File: config.mk
export PLATFORM = sky130hd
export DESIGN_NAME = dmem_port_arbiter_flat
export DESIGN_NICKNAME = d
export VERILOG_FILES = /design/src/rtl/dmem_arb_pkg.sv /design/src/rtl/dmem_port_arbiter_if.sv /design/src/rtl/lsu_align.sv /design/src/rtl/dmem_port_arbiter.sv /design/src/flat_wrapper.sv
export SDC_FILE = /design/constraint.sdc
export NUM_CORES = 1
export LEC_CHECK = 0
export ABC_AREA = 1
export ABC_CLOCK_PERIOD_IN_PS = 6850
export BUFFER_PORTS_ARGS = -buffer_cell sky130_fd_sc_hd__buf_2
export CORE_AREA = 8 8 114 116
export CTS_BUF_LIST = sky130_fd_sc_hd__clkbuf_4 sky130_fd_sc_hd__clkbuf_8
export DETAILED_ROUTE_END_ITERATION = 10
export DIE_AREA = 0 0 122 124
export GPL_ROUTABILITY_DRIVEN = 1
export PLACE_DENSITY = 0.81
export RECOVER_POWER = 100
export SYNTH_ARGS = -nofsm -noshare
export SYNTH_HDL_FRONTEND = slang
export SYNTH_SLANG_ARGS = --single-unit
File: constraint.sdc
create_clock -name clk -period 6.85 [get_ports clk]
set_input_delay 2.055 -clock clk [delete_from_list [all_inputs] [get_ports clk]]
set_output_delay 2.055 -clock clk [all_outputs]
set_load 0.03 [all_outputs]
File: src/rtl/dmem_arb_pkg.sv
// rtl/dmem_arb_pkg.sv - shared types, lane constants and load extraction for the dmem arbiter
package dmem_arb_pkg;

  // Access size encoding as carried on req_size.
  typedef enum logic [1:0] {
    SZ_B   = 2'd0,
    SZ_H   = 2'd1,
    SZ_W   = 2'd2,
    SZ_BAD = 2'd3
  } mem_size_e;

  localparam logic LANE0 = 1'b0;
  localparam logic LANE1 = 1'b1;

  // Everything the response cycle needs about the access granted last cycle.
  typedef struct packed {
    logic      valid;
    logic      lane;
    logic      write;
    mem_size_e size;
    logic [1:0] off;
    logic      uns;
    logic      err;
  } inflight_t;

  // Pull the addressed byte/half/word out of a memory word and extend it.
  function automatic logic [31:0] load_extract(input logic [31:0] rdata,
                                               input logic [1:0]  off,
                                               input mem_size_e   size,
                                               input logic        uns);
    logic [31:0] sh;
    sh = rdata >> {off, 3'b000};
    case (size)
      SZ_B:    load_extract = uns ? {24'd0, sh[7:0]}  : {{24{sh[7]}}, sh[7:0]};
      SZ_H:    load_extract = uns ? {16'd0, sh[15:0]} : {{16{sh[15]}}, sh[15:0]};
      SZ_W:    load_extract = sh;
      default: load_extract = 32'd0;
    endcase
  endfunction

endpackage

File: src/rtl/dmem_port_arbiter_if.sv
// rtl/dmem_port_arbiter_if.sv - LSU lane and data memory signals of the dmem arbiter
// master: LSU lanes + memory model (drives requests and mem_rdata)
// slave : arbiter (drives grants, responses and memory commands)
interface dmem_port_arbiter_if #(
  parameter int ADDR_W = 32
);
  logic [1:0]             req_valid;
  logic [1:0]             req_ready;
  logic [1:0][ADDR_W-1:0] req_addr;
  logic [1:0][31:0]       req_wdata;
  logic [1:0]             req_write;
  logic [1:0][1:0]        req_size;
  logic [1:0]             req_unsigned;
  logic [1:0]             rsp_valid;
  logic [31:0]            rsp_rdata;
  logic                   rsp_err;
  logic [ADDR_W-1:0]      mem_addr;
  logic [31:0]            mem_wdata;
  logic [3:0]             mem_we;
  logic                   mem_re;
  logic [31:0]            mem_rdata;

  modport master (
    output req_valid, req_addr, req_wdata, req_write, req_size, req_unsigned, mem_rdata,
    input  req_ready, rsp_valid, rsp_rdata, rsp_err, mem_addr, mem_wdata, mem_we, mem_re
  );

  modport slave (
    input  req_valid, req_addr, req_wdata, req_write, req_size, req_unsigned, mem_rdata,
    output req_ready, rsp_valid, rsp_rdata, rsp_err, mem_addr, mem_wdata, mem_we, mem_re
  );
endinterface

File: src/rtl/lsu_align.sv
// rtl/lsu_align.sv - store steering, byte enables, misalign detect and load extraction
// Ports: i_off/i_size/i_wdata -> o_wdata/o_be/o_misalign (request path)
//        i_ld_rdata/i_ld_off/i_ld_size/i_ld_uns -> o_ld_data (response path)
module lsu_align
  import dmem_arb_pkg::*;
(
  input  logic [1:0]  i_off,
  input  mem_size_e   i_size,
  input  logic [31:0] i_wdata,
  output logic [31:0] o_wdata,
  output logic [3:0]  o_be,
  output logic        o_misalign,
  input  logic [31:0] i_ld_rdata,
  input  logic [1:0]  i_ld_off,
  input  mem_size_e   i_ld_size,
  input  logic        i_ld_uns,
  output logic [31:0] o_ld_data
);

  always_comb begin
    o_wdata    = 32'd0;
    o_be       = 4'd0;
    o_misalign = 1'b0;
    case (i_size)
      SZ_B: begin
        o_wdata = {4{i_wdata[7:0]}};
        o_be    = 4'b0001 << i_off;
      end
      SZ_H: begin
        o_wdata    = {2{i_wdata[15:0]}};
        o_be       = 4'b0011 << i_off;
        o_misalign = i_off[0];
      end
      SZ_W: begin
        o_wdata    = i_wdata;
        o_be       = 4'hF;
        o_misalign = (i_off != 2'd0);
      end
      default: o_misalign = 1'b1;
    endcase
  end

  assign o_ld_data = load_extract(i_ld_rdata, i_ld_off, i_ld_size, i_ld_uns);

endmodule

File: src/rtl/dmem_port_arbiter.sv
// rtl/dmem_port_arbiter.sv - two-lane arbiter in front of the single-ported data memory
// Ports: clk, rst (sync, active-high); bus (slave modport: lane requests/responses and
//        memory commands); conflict_cnt (saturating count of two-lane request cycles)
module dmem_port_arbiter
  import dmem_arb_pkg::*;
#(
  parameter int ADDR_W = 32,
  parameter int CNT_W  = 32
) (
  input  logic             clk,
  input  logic             rst,
  dmem_port_arbiter_if.slave bus,
  output logic [CNT_W-1:0] conflict_cnt
);

  logic             r_prio;
  inflight_t        r_inf;
  logic [CNT_W-1:0] r_cnt;

  logic        w_both;
  logic        w_any;
  logic        w_lane;
  mem_size_e   w_size;
  logic        w_write;
  logic [1:0]  w_off;
  logic [31:0] w_st_data;
  logic [3:0]  w_be;
  logic        w_mis;
  logic [31:0] w_ld_data;
  logic        w_rsp;

  // A tie goes to r_prio, which names last cycle's loser (or lane 0).
  assign w_both  = bus.req_valid[0] & bus.req_valid[1];
  assign w_any   = (|bus.req_valid) & ~rst;
  assign w_lane  = w_both ? r_prio : bus.req_valid[1];
  assign w_size  = mem_size_e'(bus.req_size[w_lane]);
  assign w_write = bus.req_write[w_lane];
  assign w_off   = bus.req_addr[w_lane][1:0];

  lsu_align u_align (
    .i_off      (w_off),
    .i_size     (w_size),
    .i_wdata    (bus.req_wdata[w_lane]),
    .o_wdata    (w_st_data),
    .o_be       (w_be),
    .o_misalign (w_mis),
    .i_ld_rdata (bus.mem_rdata),
    .i_ld_off   (r_inf.off),
    .i_ld_size  (r_inf.size),
    .i_ld_uns   (r_inf.uns),
    .o_ld_data  (w_ld_data)
  );

  assign bus.req_ready = w_any ? (w_lane ? 2'b10 : 2'b01) : 2'b00;
  assign bus.mem_addr  = w_any ? bus.req_addr[w_lane] : '0;
  assign bus.mem_wdata = w_any ? w_st_data : 32'd0;
  // Misaligned accesses are still granted but never touch memory.
  assign bus.mem_we    = (w_any & w_write & ~w_mis) ? w_be : 4'd0;
  assign bus.mem_re    = w_any & ~w_write & ~w_mis;

  // Response gated by rst so an access granted just before reset is dropped at once.
  assign w_rsp         = r_inf.valid & ~rst;
  assign bus.rsp_valid = w_rsp ? (r_inf.lane ? 2'b10 : 2'b01) : 2'b00;
  assign bus.rsp_err   = w_rsp & r_inf.err;
  assign bus.rsp_rdata = (w_rsp & ~r_inf.write & ~r_inf.err) ? w_ld_data : 32'd0;

  assign conflict_cnt = r_cnt;

  always_ff @(posedge clk) begin
    if (rst) begin
      r_prio <= LANE0;
      r_inf  <= '0;
      r_cnt  <= '0;
    end else begin
      r_inf <= '{valid: w_any, lane: w_lane, write: w_write, size: w_size,
                 off: w_off, uns: bus.req_unsigned[w_lane], err: w_mis};
      if (w_both) begin
        r_prio <= ~w_lane;
        if (r_cnt != {CNT_W{1'b1}}) r_cnt <= r_cnt + 1'b1;
      end else begin
        r_prio <= LANE0;
      end
    end
  end

endmodule

File: src/flat_wrapper.sv
// flat-port wrapper written by rule: the top's interface ports become plain ports
module dmem_port_arbiter_flat import dmem_arb_pkg::*;
#(
  parameter int ADDR_W = 32,
  parameter int CNT_W  = 32
)
  (clk, rst, conflict_cnt, bus_req_valid, bus_req_addr, bus_req_wdata, bus_req_write, bus_req_size, bus_req_unsigned, bus_mem_rdata, bus_req_ready, bus_rsp_valid, bus_rsp_rdata, bus_rsp_err, bus_mem_addr, bus_mem_wdata, bus_mem_we, bus_mem_re);
  dmem_port_arbiter_if #(.ADDR_W(ADDR_W)) bus_i ();
  input  logic clk;
  input  logic rst;
  output logic [CNT_W-1:0] conflict_cnt;
  input wire logic [$bits(bus_i.req_valid)-1:0] bus_req_valid;
  input wire logic [$bits(bus_i.req_addr)-1:0] bus_req_addr;
  input wire logic [$bits(bus_i.req_wdata)-1:0] bus_req_wdata;
  input wire logic [$bits(bus_i.req_write)-1:0] bus_req_write;
  input wire logic [$bits(bus_i.req_size)-1:0] bus_req_size;
  input wire logic [$bits(bus_i.req_unsigned)-1:0] bus_req_unsigned;
  input wire logic [$bits(bus_i.mem_rdata)-1:0] bus_mem_rdata;
  output wire logic [$bits(bus_i.req_ready)-1:0] bus_req_ready;
  output wire logic [$bits(bus_i.rsp_valid)-1:0] bus_rsp_valid;
  output wire logic [$bits(bus_i.rsp_rdata)-1:0] bus_rsp_rdata;
  output wire logic [$bits(bus_i.rsp_err)-1:0] bus_rsp_err;
  output wire logic [$bits(bus_i.mem_addr)-1:0] bus_mem_addr;
  output wire logic [$bits(bus_i.mem_wdata)-1:0] bus_mem_wdata;
  output wire logic [$bits(bus_i.mem_we)-1:0] bus_mem_we;
  output wire logic [$bits(bus_i.mem_re)-1:0] bus_mem_re;
  assign bus_i.req_valid = bus_req_valid;
  assign bus_i.req_addr = bus_req_addr;
  assign bus_i.req_wdata = bus_req_wdata;
  assign bus_i.req_write = bus_req_write;
  assign bus_i.req_size = bus_req_size;
  assign bus_i.req_unsigned = bus_req_unsigned;
  assign bus_i.mem_rdata = bus_mem_rdata;
  assign bus_req_ready = bus_i.req_ready;
  assign bus_rsp_valid = bus_i.rsp_valid;
  assign bus_rsp_rdata = bus_i.rsp_rdata;
  assign bus_rsp_err = bus_i.rsp_err;
  assign bus_mem_addr = bus_i.mem_addr;
  assign bus_mem_wdata = bus_i.mem_wdata;
  assign bus_mem_we = bus_i.mem_we;
  assign bus_mem_re = bus_i.mem_re;
  dmem_port_arbiter #(.ADDR_W(ADDR_W), .CNT_W(CNT_W)) u_core (.clk(clk), .rst(rst), .bus(bus_i), .conflict_cnt(conflict_cnt));
endmodule
### Word level (Yosys, flattened, before mapping)

Cells that the tools add are included.

* register bits after elaboration: 42
* output and inout bits: 138
* word-level logic and storage cells: 67
* bits of input ports: 172

* shift operators: 3
* reduce and logical (&&, ||, !) cells: 6
* add/subtract/negate cells: 1
* bitwise operators: 17
* equality and inequality tests: 5
* multiplexer cells: 25
* magnitude comparators: 1

Operators by type and width (number)
* $mux 32: 9
* $pmux 32 s3: 2
* $add 32x1->32 const B: 1
* $ne 32x32->1 const B: 1
* $shr 32x5->32: 1
* $mux 2: 6
* $pmux 4 s3: 1
* $and 1x1->1: 10
* $not 1->1: 7
* $mux 1: 5
* $eq 2x1->1 const B: 2
* $eq 2x2->1 const B: 2
* $logic_not 2->1: 2
* $mux 4: 1
* $reduce_or 2->1: 2
* $shl 1x2->4 const A: 1
* $shl 2x2->4 const A: 1
* $pmux 1 s3: 1
* $lt 1x2->1 const B: 1
* $reduce_and 2->1: 1
* $reduce_bool 2->1: 1

### Depth between registers and ports, before layout

* word-level depth: 9
* mapped depth: 12
* gate-level depth less buffers: 10

### Modules after synthesis

Synthesis repeated with hierarchy kept, for this count alone.

* cell total of the unflattened synthesis: 947
* area total of the unflattened synthesis: 4885.9 um^2

By module, submodules not included
* dmem_port_arbiter: times used 1, sequential area each 840.8 um^2, area an instance 3503.4 um^2, cells each 656
* lsu_align: times used 1, sequential area each 0.0 um^2, area an instance 1382.6 um^2, cells each 291

### Least setup slack after synthesis

No wires, ideal clock.

* path kind: in2out
* start: input rst
* end: output bus_rsp_rdata[2]
* buffers on the path: 1
* required time: 4795 ps
* stages on the path: 6
* path slack: 1355 ps
* arrival: 3440 ps
* cell sequence: inv_1 -> nand2_1 -> nor3_1 -> o21ai_1 -> clkbuf_1 -> a211oi_1

* cells in the longest elaborated chain, start to end: 5

Ends and longest elaborated chain
* start, declared: line flat_wrapper.sv:10 `input logic rst;`
* $not 1->1: line dmem_port_arbiter.sv:62 `assign w_rsp = r_inf.valid & ~rst;`
* $and 1x1->1: line dmem_port_arbiter.sv:62
* $and 1x1->1 (2 in series): line dmem_port_arbiter.sv:65 `assign bus.rsp_rdata = (w_rsp & ~r_inf.write & ~r_inf.err) ? w_ld_data : 32'd0;`
* $mux 32: line dmem_port_arbiter.sv:65
* end, declared: line flat_wrapper.sv:21 `output wire logic [$bits(bus_i.rsp_rdata)-1:0] bus_rsp_rdata;`

Every way passes these cells.

### Worst setup path in the final report

* start: input bus_req_valid[0]
* end: output bus_mem_addr[23]

* cells in the longest elaborated chain, start to end: 5
* elaborated cells between the ends (all ways): 7
* those cells by class: 4 x mux; 2 x bitwise; 1 x reduce/logical

Ends and longest elaborated chain
* start, declared: line flat_wrapper.sv:12 `input wire logic [$bits(bus_i.req_valid)-1:0] bus_req_valid;`
* $and 1x1->1: line dmem_port_arbiter.sv:33 `assign w_both = bus.req_valid[0] & bus.req_valid[1];`
* $mux 1: line dmem_port_arbiter.sv:35 `assign w_lane = w_both ? r_prio : bus.req_valid[1];`
* $mux 32
* $mux 32 (not written as such): line dmem_port_arbiter.sv:55 `assign bus.mem_addr = w_any ? bus.req_addr[w_lane] : '0;`
* $mux 32 (*): line dmem_port_arbiter.sv:55
* end, declared: line flat_wrapper.sv:23 `output wire logic [$bits(bus_i.mem_addr)-1:0] bus_mem_addr;`

Every way passes the cells marked *; elsewhere a longest branch is shown, timed or not. The select of a mux whose other input is x is not followed.

==> flow_summary.json <==
{
  "syn_avg_cell_area_um2": 5.33,
  "start_util_pct": 41.9,
  "row_count": 39,
  "grt_pass1_vias": 6153,
  "final_common_cell": "nand2_1",
  "dr_wl_met3_mm": 1.78,
  "rsz0062_at_grt": "false",
  "cts_sinks": 42,
  "final_cell_mix": "357 x nand2_1, 207 x buf_2, 127 x nor2_1",
  "wl_mm": 20.2,
  "multi_input_area_um2": 3330,
  "min_path_cells": 2,
  "clock_skew_ps": 8.67,
  "drt-pass1-iter-count": 5,
  "clock_path_buffers": 2,
  "required_ps": 4800,
  "wl_per_cell_um": 15.6,
  "overflow": 0,
  "synthArstFlopShare_pct": 0,
  "worst_pin_slew_ps": 1250,
  "cts-root-buf": "clkbuf_8",
  "synth.top_cell.area_share_pct": 28.6,
  "ys.flop_type": "dfxtp_1",
  "syn_area_um2": 4680,
  "hold_viol": 0,
  "vias_per_cell": 5.06,
  "slew_violations": 0,
  "diodes": 0,
  "hold_path.class": "reg2reg",
  "leakage_nw": 3.01,
  "area_growth_pct": 32.1,
  "antenna_left": 0,
  "status": "completed",
  "end_kind": "output port",
  "holdPathEnd": "u_core.conflict_cnt[30]",
  "yosys_register_bits": 42,
  "yosysWarnings": 0,
  "htreeDepth": 2,
  "synth_edf_count": 0,
  "period_needed_ps": 6460,
  "crit_arrival_ps": 4400,
  "drc": 0,
  "ff_latch_area_um2": 841,
  "nets": 1327,
  "dpl-instance-area_um2": 6220,
  "gp_congestion": 0.972,
  "grt_start_max_net_pins": 33,
  "clk_latency_ps": 310,
  "fin_tns_setup_ps": 0,
  "met2_length_mm": 9.41,
  "critical_path_class": "in2out",
  "grt_pass1_wl_mm": 30.1,
  "r2r_setup_slack_ps": 3530,
  "cts_hold_buf": 0,
  "grt_usage_pct": 24.2,
  "cts_tree": "yes",
  "yosys.area.top_type": "nand2_1",
  "hold_start": "u_core.conflict_cnt[30]",
  "critPathLaunch": "bus_req_valid[0]",
  "drv_cap": 0,
  "synth_area_leaders": "nand2_1 29%, dfxtp_1 18%, nor2_1 10%",
  "r2r_end": "u_core.conflict_cnt[25]",
  "maxSlewHeadroom_pct": 16.6,
  "ys_types": 33,
  "fmax_mhz": 155,
  "die_width_um": 122,
  "drive_above_1_share_pct": 21.1,
  "synth_fp_nets": 1051,
  "reg2reg_from": "u_core.conflict_cnt[0]",
  "antenna_found_initial": 0,
  "top_layer": "met4",
  "synth_cells": 878,
  "seq_area_frac_synth_pct": 18.0,
  "postCtsSetupRepairBufs": 0,
  "crit_path_start_kind": "input pin",
  "port_buffers": 309,
  "irDropWorstVdd_mv": 0.0827,
  "first_iter_violations": 527,
  "core_area_um2": 11200,
  "die_area_um2": 15100,
  "wl_met1_mm": 8.62,
  "power.density_nw_per_um2": 131,
  "cts_made_buffers": 5,
  "setup_viol_count_final": 0,
  "dr_total_vias": 6566,
  "finalCritPeriodShare_pct": 94.3,
  "io_pins": 310,
  "cts_resized": 0,
  "final.fill_count": 1284,
  "die_y_um": 124,
  "final_area_um2": 6180,
  "critPathMaxFanout": 30,
  "cts.clk_slew.worst_paths_ps": 80,
  "r2r_cells": 10,
  "hpwlAfterDp_mm": 16.6
}
-- per-stage QoR --
stage	worst slack [ps]	util [%]	total power, mW	cells	hold slack, ps
final	391	55.3	0.810	1297	523
after CTS	704	56.7	0.822	1297	519
after floorplan	1360	-	0.497	878	503
after detailed placement	686	55.7	0.618	1290	509
after global placement	750	55.7	0.616	1290	500
after global routing	228	55.3	0.862	1297	541
-- metal layers --
metal,vias up,track usage [%]
met5,-,0
met4,0,6.25
met3,33,6.98
met2,309,40.3
met1,2869,29.8
li1,3355,-
-- cell type report --
class | instances | share of cell area (%)
multi-input cells | 723 | 53.8
flip-flops and latches | 42 | 13.6
well taps | 143 | 2.90
inverters | 65 | 3.95
clock buffers | 6 | 1.34
repair buffers | 317 | 23.9
clock inverters | 1 | 0.486
-- cells in the mapped netlist (7+ instances only) --
| cell | number |
|---|---|
| o21ai_0 | 21 |
| clkbuf_1 | 13 |
| a211oi_1 | 7 |
| mux2i_1 | 7 |
| inv_1 | 62 |
| dfxtp_1 | 42 |
| nor2_1 | 129 |
| a31oi_1 | 8 |
| nand3_1 | 53 |
| nand4_1 | 8 |
| buf_2 | 21 |
| xor2_1 | 7 |
| a21oi_1 | 55 |
| nand2_1 | 356 |
| a22o_1 | 29 |
-- state kept, by name, summed over array words and instances, names as in the netlist --
register,flops
u_core.r_inf,9
u_core.r_prio,1
u_core.conflict_cnt,32
-- cell families (layout without fill, tap and decap cells) --
group	Yosys count	count (layout)	share of synthesized area [%]
flops	42	42	18.0
compound gates	135	135	18.2
xor+xnor	13	13	2.43
fa+ha+maj	1	1	0.267
simple gates	567	567	48.8
buf+inv	113	389	10.8
mux	7	7	1.50
-- how the worst max path moves through the flow --
stage | end | slack, ps | depth (start not counted)
final | bus_mem_addr[23] | 390 | 8
after global routing | bus_mem_addr[11] | 230 | 8
after CTS | bus_mem_wdata[25] | 700 | 10
after detailed placement | bus_mem_wdata[6] | 690 | 7
after global placement | bus_mem_addr[13] | 750 | 7
after floorplan | bus_rsp_rdata[2] | 1360 | 6
-- worst max-delay path, stage by stage --
cell,delay (ps)
clkbuf_1,100
inv_1,130
o21ai_4,150
buf_4,280
nor2_2,120
clkbuf_1,940
a22o_1,290
clkbuf_1,320
-- power by group --
part	switching [mW]	leakage, nW	internal [mW]
clock network	0.0876	0.0573	0.117
logic	0.243	2.62	0.111
registers	0.00309	0.341	0.249
total	0.334	3.01	0.476
Note: power is estimated with default switching activity, not from simulation.
